===== config.mk =====
export PLATFORM = sky130hd
export DESIGN_NAME = stripes_bit_serial_feeder
export DESIGN_NICKNAME = d
export VERILOG_FILES = /design/src/rtl/stripes_pkg.sv /design/src/rtl/stripes_next_column.sv /design/src/rtl/stripes_bit_serial_feeder.sv
export SDC_FILE = /design/constraint.sdc
export NUM_CORES = 1
export LEC_CHECK = 0
export ABC_AREA = 1
export CAP_MARGIN = 5
export CORE_ASPECT_RATIO = 0.9
export CORE_MARGIN = 2
export CORE_UTILIZATION = 25
export CTS_BUF_LIST = sky130_fd_sc_hd__clkbuf_4
export DETAILED_ROUTE_END_ITERATION = 6
export HOLD_SLACK_MARGIN = 0.1
export PLACE_DENSITY_LB_ADDON = 0.08
export SYNTH_ARGS = -nofsm -noshare
export SYNTH_HDL_FRONTEND = slang
export SYNTH_SLANG_ARGS = --single-unit

===== constraint.sdc =====
create_clock -name clk -period 2.6 [get_ports clk]
set_input_delay 0.26 -clock clk [delete_from_list [all_inputs] [get_ports clk]]
set_output_delay 0.26 -clock clk [all_outputs]
set_load 0.02 [all_outputs]

===== src/rtl/stripes_pkg.sv =====
// Shared types and constants for the Stripes bit-serial feeder.
package stripes_pkg;

    localparam int COL_BITS = 3;
    localparam int NUM_COLS = 8;

    localparam int DEF_DATA_WIDTH   = 8;
    localparam int DEF_VEC_LENGTH   = 16;
    localparam int DEF_RESULT_WIDTH = 3 * DEF_DATA_WIDTH;
    localparam int DEF_ACC_WIDTH    = 3 * DEF_DATA_WIDTH;

    typedef enum logic [1:0] {
        IDLE  = 2'd0,
        ISSUE = 2'd1,
        DRAIN = 2'd2,
        DONE  = 2'd3
    } state_t;

endpackage


===== src/rtl/stripes_next_column.sv =====
// Finds the lowest non-zero weight bit column strictly above col; none_left when none remains.
module stripes_next_column
    import stripes_pkg::*;
(
    input  logic [NUM_COLS-1:0] mask,
    input  logic [COL_BITS-1:0] col,
    output logic [COL_BITS-1:0] next_col,
    output logic                none_left
);

    // Scanning downwards lets the lowest qualifying column win.
    always_comb begin
        next_col  = col;
        none_left = 1'b1;
        for (int i = NUM_COLS - 1; i >= 0; i--) begin
            if ((i > int'(col)) && mask[i]) begin
                next_col  = COL_BITS'(i);
                none_left = 1'b0;
            end
        end
    end

endmodule


===== src/rtl/stripes_bit_serial_feeder.sv =====
// Weight-side feeder for the Stripes bit-serial MAC: serialises weights LSB-first, sums column results.
// Build option ZERO_COLUMN_SKIP_EN: all-zero weight bit columns are not issued.
//
// state | meaning
// IDLE  | waiting for an input vector, in_ready high
// ISSUE | driving one weight bit column per cycle to the MAC
// DRAIN | absorbing the last registered column result
// DONE  | dot product presented on out_data until out_ready
module stripes_bit_serial_feeder
    import stripes_pkg::*;
#(
    parameter int DATA_WIDTH   = DEF_DATA_WIDTH,
    parameter int VEC_LENGTH   = DEF_VEC_LENGTH,
    parameter int RESULT_WIDTH = DEF_RESULT_WIDTH,
    parameter int ACC_WIDTH    = DEF_ACC_WIDTH
) (
    input  logic                             clk,
    input  logic                             reset,
    input  logic                             in_valid,
    output logic                             in_ready,
    input  logic [VEC_LENGTH*DATA_WIDTH-1:0] in_weight,
    input  logic [VEC_LENGTH*DATA_WIDTH-1:0] in_act,
    output logic                             mac_en,
    output logic [VEC_LENGTH*DATA_WIDTH-1:0] mac_act,
    output logic [VEC_LENGTH-1:0]            mac_w_bit,
    output logic [COL_BITS-1:0]              mac_column_idx,
    output logic                             mac_is_msb,
    input  logic [RESULT_WIDTH-1:0]          mac_result,
    output logic                             out_valid,
    input  logic                             out_ready,
    output logic [ACC_WIDTH-1:0]             out_data
);

    state_t                                 state_q, state_d;
    logic [COL_BITS-1:0]                    col_q, col_d;
    logic [VEC_LENGTH-1:0][DATA_WIDTH-1:0]  w_reg;
    logic [VEC_LENGTH-1:0][DATA_WIDTH-1:0]  act_reg;
    logic signed [ACC_WIDTH-1:0]            acc_q;
    logic                                   issued_d;
    logic                                   alive_q;
    logic                                   take;
    logic                                   issue_now;
    logic                                   last_col;
    logic [COL_BITS-1:0]                    next_col;
    logic [COL_BITS-1:0]                    start_col;

    // alive_q keeps in_ready low while reset is held and for the release cycle.
    assign take    = (state_q == IDLE) && alive_q && in_valid;
    assign mac_act = act_reg;

`ifdef ZERO_COLUMN_SKIP_EN
    logic [VEC_LENGTH-1:0][DATA_WIDTH-1:0] in_w;
    logic [NUM_COLS-1:0]                   in_mask;
    logic [NUM_COLS-1:0]                   mask_q;
    logic [COL_BITS-1:0]                   start_next;
    logic                                  start_none;
    logic                                  next_none;

    assign in_w = in_weight;

    // A bit column is non-zero when any lane has that weight bit set.
    always_comb begin
        in_mask = '0;
        for (int j = 0; j < VEC_LENGTH; j++) begin
            in_mask = in_mask | NUM_COLS'(in_w[j]);
        end
    end

    stripes_next_column u_start_col (
        .mask      (in_mask),
        .col       ('0),
        .next_col  (start_next),
        .none_left (start_none)
    );

    stripes_next_column u_next_col (
        .mask      (mask_q),
        .col       (col_q),
        .next_col  (next_col),
        .none_left (next_none)
    );

    // An all-zero vector parks on column 0 and leaves ISSUE without enabling the MAC.
    assign start_col = (in_mask[0] || start_none) ? '0 : start_next;
    assign issue_now = mask_q[col_q];
    assign last_col  = next_none;

    always_ff @(posedge clk or negedge reset) begin
        if (!reset) begin
            mask_q <= '0;
        end else if (take) begin
            mask_q <= in_mask;
        end
    end
`else
    assign start_col = '0;
    assign issue_now = 1'b1;
    assign next_col  = col_q + 1'b1;
    assign last_col  = (col_q == COL_BITS'(NUM_COLS - 1));
`endif

    always_comb begin
        state_d        = state_q;
        col_d          = col_q;
        in_ready       = 1'b0;
        mac_en         = 1'b0;
        mac_w_bit      = '0;
        mac_column_idx = '0;
        mac_is_msb     = 1'b0;
        out_valid      = 1'b0;
        out_data       = '0;
        case (state_q)
            IDLE: begin
                in_ready = alive_q;
                if (take) begin
                    state_d = ISSUE;
                    col_d   = start_col;
                end
            end
            ISSUE: begin
                mac_en = issue_now;
                if (issue_now) begin
                    for (int j = 0; j < VEC_LENGTH; j++) begin
                        mac_w_bit[j] = w_reg[j][col_q];
                    end
                    mac_column_idx = col_q;
                    mac_is_msb     = (col_q == COL_BITS'(NUM_COLS - 1));
                end
                if (last_col) begin
                    state_d = DRAIN;
                end else begin
                    col_d = next_col;
                end
            end
            DRAIN: begin
                state_d = DONE;
            end
            DONE: begin
                out_valid = 1'b1;
                out_data  = acc_q;
                if (out_ready) begin
                    state_d = IDLE;
                end
            end
            default: begin
                state_d = IDLE;
            end
        endcase
    end

    always_ff @(posedge clk or negedge reset) begin
        if (!reset) begin
            state_q  <= IDLE;
            col_q    <= '0;
            w_reg    <= '0;
            act_reg  <= '0;
            acc_q    <= '0;
            issued_d <= 1'b0;
            alive_q  <= 1'b0;
        end else begin
            state_q  <= state_d;
            col_q    <= col_d;
            issued_d <= mac_en;
            alive_q  <= 1'b1;
            if (take) begin
                w_reg   <= in_weight;
                act_reg <= in_act;
                acc_q   <= '0;
            end else if (issued_d) begin
                // The MAC has already applied column shift and sign weighting.
                acc_q <= acc_q + ACC_WIDTH'($signed(mac_result));
            end
        end
    end

endmodule


==> impl_metrics.tcl <==
set metrics [dict create \
    status "completed" \
    grt_max_degree 75 \
    grt_pass1_wl_um 86500 \
    p_int_mw 14.9 \
    finalSetupViolCount 0 \
    hp-class "in -> reg" \
    finalHoldViolCount 0 \
    die_h_um 228 \
    die_x_um 252 \
    syn_area_sq_mm 0.0139 \
    synthCells 1857 \
    htreeDepth 3 \
    clock-sinks 287 \
    yosysSeqAreaShare 0.517 \
    post_dp_cell_area_sq_mm 0.0194 \
    drv_cap 0 \
    grtUsageTotal 0.195 \
    async_flop_share 1.00 \
    swShare 0.421 \
    critPathRequiredTime_ps 2340 \
    vdd_drop_max_uv 480 \
    cts.root.buffer_cell "clkbuf_4" \
    clockBufferDepth 3 \
    rsz0062_at_grt "true" \
    power_frac_comb 0.505 \
    overflow 0 \
    utilization 0.433 \
    drive_gt1_frac 0.103 \
    fin_nets 2952 \
    syn2layout_area_growth_pct 70.3 \
    syn_nets 2172 \
    gp_congestion 0.835 \
    cts.clk_slew.worst_paths_ps 60 \
    start_kind "register" \
    io_buffers 458 \
    fin_crit_sh 0.999 \
    antenna_left 0 \
    cts_buffers 88 \
    endpoint_kind "output port" \
    power.leakage_nw 12.0 \
    period_needed_ps 2600 \
    fillerInstances 5569 \
    via_per_inst 4.30 \
    initial_utilization 0.254 \
    power.density_mw_per_mm2 1090 \
    cts_tree "yes" \
    io_pins 459 \
    synth_edf_count 0 \
    p_sw_mw 10.8 \
    skew_ps 40.0 \
    die_area_sq_mm 0.0575 \
    clock_latency_ps 840 \
    crit_arrival_ps 2340 \
    drcViolationCount 0 \
    firstDrtPassIters 4 \
    clock_power_share 0.179 \
    antenna_found_initial 10 \
    finalNonFillerCells 3413 \
    placed_cells 2967 \
    fmax_mhz 385 \
    path_class "reg -> out" \
    fin_area_sq_mm 0.0237 \
    drtIter0Drc 755 \
    cp_max_fo 6 \
    synth.avg_cell_area_sq_um 7.48 \
    ys.flop_type "dfrtp_1" \
    power_mw 25.7 \
    ys_types 35 \
    hold-worst-slack_ps 216 \
    core_area_sq_mm 0.0546 \
    drv_slew 0 \
    grt_pass1_vias 15214 \
    synth-seq-cells 287 \
    vias 14686 \
    seq_power_share 0.316 \
    rows 81 \
    yosys_warnings 0 \
    drt-total-wl_um 56800 \
    dp_hpwl_um 38400 \
    avgRoutedWirePerCell_um 16.6 \
]
[per-stage QoR]
step	setup WS, ps	TNS (ps)
after detailed placement	128	0
after CTS	-214	-2180
after global placement	102	0
final	1.72	0
after floorplan	621	0
after global routing	-230	-2940
[kinds of logic after synthesis]
family | count (synthesis) | synth area share
buf+inv | 206 | 0.0612
other cells | 1 | 0.000270
xor+xnor | 2 | 0.00126
fa+ha+maj | 31 | 0.0285
simple gates | 1223 | 0.343
flops | 287 | 0.517
compound gates | 107 | 0.0487
[per-layer routing]
metal,global-route usage,vias to the layer above,share of wire
met5,0,-,0.00092
met4,0.0550,8,0.018
met3,0.0631,91,0.069
met2,0.322,400,0.48
met1,0.245,6845,0.44
li1,-,7342,-
[worst max-delay path: stages, from the launching register on]
cell and delay, ps:
dfrtp_2 500, inv_8 100, buf_12 130, buf_8 120, buf_6 90, nor2_2 30, o32ai_2 230, nand3_1 100
nand2_1 100, buf_6 120
[area by class of cell]
| class | count | area, sq um | share of cell area |
|---|---|---|---|
| sequential | 287 | 7180 | 0.304 |
| timing repair buffer | 777 | 7960 | 0.336 |
| clock buffer | 129 | 968 | 0.0409 |
| inverter | 119 | 465 | 0.0197 |
| multi-input combinational | 1364 | 6040 | 0.255 |
| clock inverter | 26 | 145 | 0.00614 |
| antenna | 6 | 15.0 | 0.000635 |
| tap | 705 | 882 | 0.0373 |
[path summary, 6_finish.rpt]
| kind | startpoint | endpoint | slack [ps] | cells after the start |
|---|---|---|---|---|
| setup / recovery | col_q[0]$_DFFE_PN0P_ | mac_w_bit[5] | 2 | 9 |
| hold / removal | mac_result[0] | acc_q[0]$_DFFE_PN0P_ | 220 | 3 |
| setup reg to reg | state_q[0]$_DFFE_PN0P_ | mac_act[94]$_DFFE_PN0P_ | 470 | 9 |
| hold reg to reg | w_reg[94]$_DFFE_PN0P_ | w_reg[94]$_DFFE_PN0P_ | 470 | 2 |
| max in group asynchronous | reset | w_reg[45]$_DFFE_PN0P_ | 1500 | 4 |
| min in group asynchronous | reset | acc_q[20]$_DFFE_PN0P_ | 630 | 4 |
[placed cells by master, fill, tap and decap left out, types with 3 or more instances in the layout]
| master | n |
|---|---|
| buf_16 | 3 |
| inv_1 | 109 |
| inv_2 | 6 |
| clkinv_1 | 19 |
| nor2_2 | 10 |
| dlygate4sd2_1 | 27 |
| diode_2 | 6 |
| dlygate4sd3_1 | 258 |
| o32ai_2 | 13 |
| buf_6 | 22 |
| a21oi_1 | 22 |
| buf_12 | 18 |
| nand3b_1 | 3 |
| nand4_1 | 5 |
| ha_1 | 29 |
| nand2_1 | 1011 |
| o21ai_0 | 38 |
| o21ai_1 | 9 |
| nor2_4 | 4 |
| o32ai_1 | 18 |
| buf_4 | 31 |
| clkinvlp_4 | 3 |
| nor2_1 | 120 |
| nand2_2 | 14 |
| clkdlybuf4s50_1 | 410 |
| nor3_1 | 4 |
| clkbuf_4 | 129 |
| clkinv_2 | 3 |
| dfrtp_1 | 285 |
| nand3_1 | 46 |
[timing repair]
| action | 4_1_cts | 5_1_grt |
|---|---|---|
| hold endpoints to repair | 543 | 0 |
| resized for setup | 149 | 51 |
| gates cloned | 4 | 2 |
| hold buffers | 259 | 0 |
| pin swaps | 4 | 12 |
| buffers inserted | 12 | 9 |
| endpoints found under the setup margin | 47 | 20 |
[synth_stat cells (all sizes together) (2+ instances only)]
| master | n | area share |
|---|---|---|
| nand2 | 1026 | 0.28 |
| a21oi | 23 | 0.0086 |
| nor2 | 134 | 0.038 |
| xor2 | 2 | 0.0013 |
| o21ai | 47 | 0.017 |
| dfrtp | 287 | 0.52 |
| inv | 117 | 0.032 |
| nor3 | 4 | 0.0014 |
| clkbuf | 32 | 0.0086 |
| or2 | 2 | 0.00090 |
| o32ai | 32 | 0.020 |
| nand4 | 5 | 0.0023 |
| nand3b | 4 | 0.0031 |
| clkinv | 2 | 0.00054 |
| a32o | 2 | 0.0014 |
| buf | 55 | 0.020 |
| ha | 30 | 0.027 |
| nand3 | 48 | 0.018 |
[power groups by stage]
stage | combinational, mW | clock, mW | sequential (mW)
final | 13.0 | 4.59 | 8.13
after global placement | 11.9 | 0 | 8.07
after detailed placement | 11.9 | 0 | 8.08
after floorplan | 5.58 | 0 | 9.05
after CTS | 12.7 | 4.79 | 8.11
after global routing | 14.4 | 5.03 | 8.42
Note: power is estimated with default switching activity, not from simulation.
==> patch: new RTL, same flow settings <==
The option `ZERO_COLUMN_SKIP_EN` is turned on by a define.
--- a/src/rtl/stripes_bit_serial_feeder.sv
+++ b/src/rtl/stripes_bit_serial_feeder.sv
@@ -6,6 +6,8 @@
 // ISSUE | driving one weight bit column per cycle to the MAC
 // DRAIN | absorbing the last registered column result
 // DONE  | dot product presented on out_data until out_ready
+`define ZERO_COLUMN_SKIP_EN
+
 module stripes_bit_serial_feeder
     import stripes_pkg::*;
 #(
Check against the original RTL: not equivalent (Yosys sat finds a counterexample within 4 cycles, from zero or initial values and one cycle with reset low).
==> patch against the original RTL <==
- the flow now finishes with violations (setup timing)
- global-route usage up 0.31 points
- wire length grew 5.4%
- die area up 4.0%
- power shrank 6.6%
- sequential cell count grew 8
- worst setup slack worse by 130 ps
- utilization down 1.3 points
- maximum frequency shrank 4.9%
- area after synthesis grew 4.1%
- final area is 1.5% higher
- largest power group unchanged
==> patch: results (changes against the original RTL) <==
worst hold path depth 3 (unchanged); synthesized netlist net count 2234 (+2.9%); total internal power 13.9 mW (-6.6%); GR Util All Layers 19.8% (+0.31 points); nets@finish 2999 (+1.6%); depth of the most critical reg-to-reg path 12 (+3); total leakage power 11.7 nW (-2.0%); largest net degree at the start of global routing 169 (+130%); detailed-routing iteration count for the pre-antenna-repair pass 5 (+1); wire length of the first global-routing pass 91400 um (+5.8%); Max Clock Skew 40.5 ps (+0.449 ps); Critical R2R Launch acc_q[0]; gp weighted congestion 0.897 (+7.5%); number of unique standard cell types used by synthesis 45 (+29%); critical-path maximum fanout 5 (-1); violated checks setup timing; cell types with the highest counts after synthesis 918 x nand2_1, 295 x dfrtp_1, 137 x nor2_1; estimated wirelength of the detail-placed design 41800 um (+9.0%); biggest area contributors in the synthesized netlist dfrtp_1 51%, nand2_1 24%, o21ai_0 4.5%, nor2_1 3.6%, inv_1 3.5%; overall via count from detail_route 15400 (+5.1%); vias in the first global route 15600 (+2.5%); clock latency on the worst-skew pair 820 ps (-20 ps); result of the run finished with violations; dpl cells 3095 (+4.3%); 1st-iter DRT viols 852 (+13%); number of vias per cell after detailed routing 4.38 (+1.7%); Routed WL 59900 um (+5.4%); TritonCTS Buffers 90 (+2.3%); Max IR drop VDD 0.450 mV (-6.2%); H-tree levels 3 (unchanged); slack of the critical path -132 ps (-134 ps); post-synthesis sequential area ratio 51.1% (-0.63 points); layout cells sized above 1 9.51% (-0.78 points); HP Start in_weight[15]; setup violation total in the final timing report 20 (+20); data arrival time of the critical path 2470 ps (+130 ps)
[patch: cell types whose count changed in the layout (fill, tap and decap cells not counted), moves of 8 or more]
cell,unedited run,this run
nor2_1,120,131
dfrtp_1,285,293
inv_1,109,128
a22oi_1,0,22
buf_6,22,13
mux2i_1,0,9
o21ai_0,38,126
nand2_2,14,5
nand2_1,1011,913
o32ai_2,13,0
buf_4,31,40
a21oi_1,22,46
o32ai_1,18,2
[patch: timing repair]
item	CTS	global route
hold buffers	253	0
gates cloned	2	0
setup buffers	9	1
endpoints found under the hold margin	545	0
setup endpoints to repair	47	23
pin swaps	9	3
resized for setup	170	12
[patch: layout make-up]
class                      instances  area, um^2
inverter                         136         519
clock buffer                     133         998
clock inverter                    26         119
antenna                           10        25.0
sequential                       295        7380
multi-input combinational       1405        6350
timing repair buffer             759        7650
tap                              765         957
fill                            5892       33100
[patch: critical path: stages (launching register included)]
cell      delay, ps
dfrtp_2         450
inv_2            90
a21oi_1         160
o21ai_1         100
o221ai_2         70
nand2_2          80
nand2_2          90
nand2_4          80
buf_4           180
a21oi_4         180
buf_6           150
[patch: power by group through the flow]
stage / clock network, mW / registers, mW / logic, mW
after global routing: 5.05 / 8.29 / 12.6
after CTS: 4.79 / 8.04 / 11.4
after global placement: 0 / 8.08 / 10.7
after detailed placement: 0 / 8.06 / 10.7
after floorplan: 0 / 8.83 / 4.95
final: 4.57 / 8.04 / 11.4
[patch: cell families after synthesis]
group / after synthesis / share of synthesized area (%)
AOI/OAI and AO/OA: 237 / 9.14
xor gates and xnor gates: 2 / 0.121
DFF: 295 / 51.1
and+or+nand+nor: 1128 / 30.4
other: 1 / 0.0259
buffers and inverters: 222 / 6.19
adders and majority gates: 28 / 2.48
muxes: 9 / 0.623
[patch: final timing paths]
| kind | endpoint | slack [ps] |
|---|---|---|
| max in group asynchronous | w_reg[101] | 1470 |
| worst min register to register | mac_act[105] | 470 |
| min in group asynchronous | mac_act[95] | 650 |
| worst max-delay path | mac_w_bit[0] | -130 |
| worst min-delay path | w_reg[15] | 200 |
| worst max register to register | acc_q[16] | 350 |
[patch: metrics by stage]
stage	util, %	TNS, ps	hold WS [ps]	cell area, um^2	setup WS, ps
after floorplan	-	0	-35.6	14500	741
after global placement	35.0	0	277	20000	117
after detailed placement	35.0	0	273	20000	110
after CTS	41.9	-2900	101	23900	-202
after global routing	42.0	-5320	99.2	24000	-316
final	42.0	-1450	196	24000	-132
[patch: routing by layer]
layer  wire (um)  global-route usage [%]  up-vias
met5          49                       0        -
met4        1320                    5.40        8
met3        4110                    5.60      107
met2       28100                    32.0      481
met1       26300                    25.9     7219
li1            -                       -     7625
